**src/rtl/fetch_stage.sv**
```systemverilog
// Instruction-fetch stage: owns the PC, runs the imem request/done handshake and
// presents {PC+2, instruction} (or a NOP) to the IF/D register every cycle.
module fetch_stage #(
    parameter logic [15:0] RESET_PC    = 16'h0000,
    parameter logic [15:0] NOP_INSTR   = 16'h0800,
    parameter logic [4:0]  HALT_OPCODE = 5'b00000
) (
    input  logic        clk,
    input  logic        rst,
    input  logic        stall,
    input  logic        redirect,
    input  logic [15:0] redirect_pc,
    output logic [15:0] mem_addr,
    output logic        mem_req,
    input  logic [15:0] mem_data,
    input  logic        mem_done,
    output logic [15:0] PC_add_2_out,
    output logic [15:0] instr_out,
    output logic        instr_valid,
    output logic        halted
);

    typedef enum logic [1:0] {
        ISSUE    = 2'd0,
        BUFFERED = 2'd1,
        DRAIN    = 2'd2,
        HALTED   = 2'd3
    } state_t;

    state_t      state_q, state_d;
    logic [15:0] pc_q, pc_d;
    logic [15:0] buf_instr_q, buf_instr_d;
    logic [15:0] buf_pc2_q, buf_pc2_d;
    logic [15:0] drain_pc_q, drain_pc_d;
    logic [15:0] pc_plus2;

    assign pc_plus2 = pc_q + 16'd2;

    always_ff @(posedge clk) begin
        if (rst) begin
            state_q     <= ISSUE;
            pc_q        <= RESET_PC;
            buf_instr_q <= NOP_INSTR;
            buf_pc2_q   <= 16'h0000;
            drain_pc_q  <= RESET_PC;
        end else begin
            state_q     <= state_d;
            pc_q        <= pc_d;
            buf_instr_q <= buf_instr_d;
            buf_pc2_q   <= buf_pc2_d;
            drain_pc_q  <= drain_pc_d;
        end
    end

    // In DRAIN the PC keeps the in-flight address; the redirect target waits in drain_pc.
    always_comb begin
        state_d      = state_q;
        pc_d         = pc_q;
        buf_instr_d  = buf_instr_q;
        buf_pc2_d    = buf_pc2_q;
        drain_pc_d   = drain_pc_q;
        mem_req      = 1'b0;
        mem_addr     = pc_q;
        PC_add_2_out = pc_plus2;
        instr_out    = NOP_INSTR;
        instr_valid  = 1'b0;
        halted       = 1'b0;

        case (state_q)
            ISSUE: begin
                mem_req = 1'b1;
                if (redirect) begin
                    if (mem_done) begin
                        pc_d = redirect_pc;
                    end else begin
                        drain_pc_d = redirect_pc;
                        state_d    = DRAIN;
                    end
                end else if (mem_done) begin
                    instr_out   = mem_data;
                    instr_valid = 1'b1;
                    pc_d        = pc_plus2;
                    if (stall) begin
                        buf_instr_d = mem_data;
                        buf_pc2_d   = pc_plus2;
                        state_d     = BUFFERED;
                    end else if (mem_data[15:11] == HALT_OPCODE) begin
                        state_d = HALTED;
                    end
                end
            end

            BUFFERED: begin
                if (redirect) begin
                    pc_d    = redirect_pc;
                    state_d = ISSUE;
                end else begin
                    instr_out    = buf_instr_q;
                    PC_add_2_out = buf_pc2_q;
                    instr_valid  = 1'b1;
                    if (!stall) begin
                        state_d = (buf_instr_q[15:11] == HALT_OPCODE) ? HALTED : ISSUE;
                    end
                end
            end

            // A redirect landing together with mem_done needs no further draining.
            DRAIN: begin
                mem_req = 1'b1;
                if (redirect) begin
                    if (mem_done) begin
                        pc_d    = redirect_pc;
                        state_d = ISSUE;
                    end else begin
                        drain_pc_d = redirect_pc;
                    end
                end else if (mem_done) begin
                    pc_d    = drain_pc_q;
                    state_d = ISSUE;
                end
            end

            HALTED: begin
                halted = 1'b1;
                if (redirect) begin
                    pc_d    = redirect_pc;
                    state_d = ISSUE;
                end
            end

            default: state_d = ISSUE;
        endcase
    end

endmodule

```
**config.mk**
```make
export PLATFORM = sky130hd
export DESIGN_NAME = fetch_stage
export DESIGN_NICKNAME = d
export VERILOG_FILES = /design/src/rtl/fetch_stage.sv
export SDC_FILE = /design/constraint.sdc
export NUM_CORES = 1
export LEC_CHECK = 0
export ABC_CLOCK_PERIOD_IN_PS = 1650
export CORE_MARGIN = 2
export CORE_UTILIZATION = 35
export CTS_CLUSTER_SIZE = 20
export DETAILED_ROUTE_END_ITERATION = 7
export GPL_ROUTABILITY_DRIVEN = 0
export PLACE_DENSITY = 0.63
export SYNTH_ARGS = -nofsm -noshare
export SYNTH_HDL_FRONTEND = slang
export SYNTH_SLANG_ARGS = --single-unit
```
**constraint.sdc**
```tcl
create_clock -name clk -period 1.65 [get_ports clk]
set_input_delay 0.2475 -clock clk [delete_from_list [all_inputs] [get_ports clk]]
set_output_delay 0.2475 -clock clk [all_outputs]
set_load 0.02 [all_outputs]
```
==> out/metrics.cfg <==
[floorplanning]
pin_count=88
die_h_um=105
die_w_um=105
rows=36
dieArea_um2=11000
start_util_pct=36.1
coreArea_um2=9820

[sta]
final_hold_viol_count=0
rsz0062_at_grt=yes
max-slew-margin-rel_pct=56.5
setup_violations=81
fmax_mhz=455
clock_skew_ns=0.0146
worst_slew_pin_slew_ns=0.653
slew_violations=0
fin_crit_ns=2.20
post-route-period-util_pct=133
fin_setup_tns_ns=-12.33
fin_ws_ns=-0.546

[drt]
first_pass_iters=6
post-route-drc-count=0
routed_wl_um=18400
drtAntennaViolNets=0
wl_per_cell_um=22.2
drtIter0Drc=514
vias=4874
drt-vias-per-instance=5.87

[global_routing]
grt_usage_pct=28.2
grt_overflow_total=0
grt_start_max_net_pins=28
grt_pass1_wl_um=24200
grt_pass1_vias=4492
antenna_found_initial=0

[synth]
netlist.top_cell.by_area=dfxtp_1
synthFlopType=dfxtp_1
syn-mean-instance-area_um2=7.58
synth_edf_count=0
ys_seq_area_share_pct=37.2
syn_area_um2=3550
ys_top_cells_by_area=dfxtp_1 (37%), nand2_1 (9.4%), a21oi_1 (8.0%)
syn_nets=506
synth.most_common_cell=nand2_1
synth.distinct_cells=53
synthArstFlopShare_pct=0
synth_cells=468
ys_ff_latch=66
ys_warn_count=0
synth.top_cell.area_share_pct=37.2
synth_common_cells=nand2_1 (89), dfxtp_1 (66), a21oi_1 (57), nor2_1 (57), clkbuf_1 (19)

[clocking]
clockBufferDepth=2
htreeDepth=3
cts_sinks=66
cts_tree=done
numCtsBuffers=9
hold_buffers=0
cts_root_buffer=clkbuf_8
clk_pin_slew_worst_paths_ns=0.08
insertion_delay_ns=0.36

[critical_path]
crit_type=reg -> out
path_max_fanout=3
required_ns=1.40
critPathArrivalTime_ns=1.95
crit_path_start_kind=register
endpoint_kind=output port

[place]
dp_hpwl_um=8640
place_ws_ns=-0.826
placed_cell_area_um2=5390
io_buffer_count=87

[outcome]
status=finished with violations
violations=negative setup slack

[layout]
area_growth_pct=113
diodes=0
layout-drive-gt1-share_pct=59.9
num-fill-cells=608
nets=731
seqCellArea_um2=1370
multi_input_area_um2=3220
final_area_um2=7550

[power_and_ir_drop]
cellPowerDensity_nw_per_um2=1040
leakage_nw=3.17
irDropWorstVdd_v=0.000525

[worst_hold_path]
hold_class=in -> reg

[run]
maxCapViolCount=0

-- cell families (layout without fill, tap and decap cells) --
group | count (synthesis) | in the layout | share of synthesized area, %
multiplexers | 4 | 4 | 1.16
buffers and inverters | 47 | 276 | 6.14
XOR/XNOR | 13 | 13 | 3.21
AND/OR/NAND/NOR | 198 | 199 | 25.1
flip-flops | 66 | 66 | 37.2
AO/OA/AOI/OAI | 139 | 139 | 26.8
adder cells (fa/ha/maj) | 1 | 1 | 0.353
-- cells in the final DEF, fill, tap and decap left out, types with 4 or more instances in the layout --
| master | Yosys | routed |
|---|---|---|
| buf_4 | 5 | 99 |
| buf_6 | 1 | 78 |
| nand2_1 | 89 | 61 |
| dfxtp_1 | 66 | 51 |
| clkdlybuf4s50_1 | 0 | 33 |
| a21oi_1 | 57 | 24 |
| nor2_1 | 57 | 23 |
| nor2_4 | 0 | 22 |
| a21oi_2 | 0 | 22 |
| nand2_4 | 0 | 18 |
| dlygate4sd2_1 | 0 | 18 |
| a211oi_2 | 8 | 17 |
| a22o_1 | 15 | 15 |
| buf_12 | 0 | 14 |
| nor2_2 | 0 | 12 |
| a21oi_4 | 0 | 11 |
| dfxtp_4 | 0 | 11 |
| clkbuf_8 | 0 | 10 |
| inv_1 | 9 | 9 |
| nand2_2 | 0 | 9 |
| nor3_4 | 1 | 8 |
| nand3_4 | 0 | 6 |
| o21ai_0 | 11 | 6 |
| xnor2_2 | 0 | 5 |
| o21ai_2 | 0 | 5 |
| o21a_1 | 5 | 5 |
| o22ai_1 | 7 | 5 |
| nand2b_4 | 0 | 4 |
| nor3_2 | 2 | 4 |
| nor3_1 | 13 | 4 |
| dfxtp_2 | 0 | 4 |
| buf_8 | 0 | 4 |
-- path summary, 6_finish.rpt --
path	from	endpoint	slack, ns	cells after the start
setup / recovery	mem_addr[10]	PC_add_2_out[13]	-0.55	7
hold / removal	rst	mem_addr[5]	0.42	2
setup reg to reg	state_q[0]	mem_addr[12]	-0.22	7
hold reg to reg	drain_pc_q[8]	drain_pc_q[8]	0.46	2
-- worst max-delay path, stage by stage (launching register included) --
cell and delay (ns):
dfxtp_4 0.36, nand4_1 0.25, buf_4 0.25, nor4_4 0.18, xor2_2 0.23, nor2_1 0.09
nor2_2 0.11, buf_6 0.13
-- flip-flops by register name, indices dropped and copies added, names as in the netlist --
register	flops
state_q	2
mem_addr	16
buf_pc2_q	16
buf_instr_q	16
drain_pc_q	16
-- area by class of cell --
class / instances / share of cell area (%)
Tap cell: 133 / 2.20
Multi-Input combinational cell: 356 / 42.7
Clock buffer: 12 / 2.20
Inverter: 9 / 0.447
Timing Repair Buffer: 251 / 33.7
Clock inverter: 4 / 0.613
Sequential cell: 66 / 18.1
-- power breakdown --
| group | switching [mW] | internal, mW | leakage, nW |
|---|---|---|---|
| clock | 0.722 | 0.829 | 0.112 |
| combinational | 2.17 | 2.19 | 2.51 |
| sequential | 0.195 | 1.77 | 0.548 |
| total | 3.09 | 4.79 | 3.17 |
-- metal layers --
layer	routed length, um	up-vias	track usage, %
met5	0	-	0
met4	792	0	11.1
met3	1380	81	4.49
met2	8950	315	46.6
met1	7310	2376	36.8
li1	-	2102	-
-- metrics by stage --
stage / power [mW] / hold slack [ns] / utilization (%) / instances
after floorplan: 3.45 / 0.372 / - / 468
after global placement: 4.68 / 0.442 / 54.9 / 741
after detailed placement: 4.71 / 0.449 / 54.9 / 741
after CTS: 7.10 / 0.371 / 70.4 / 812
after global routing: 8.10 / 0.423 / 76.9 / 831
final: 7.88 / 0.424 / 76.9 / 831
-- timing repair --
item,in CTS,in global routing
pin swaps,86,89
cloned,10,1
buffers inserted,47,40
setup endpoints to repair,97,81
gates resized for setup,385,151
No activity file was read; power rests on OpenSTA's default activity.
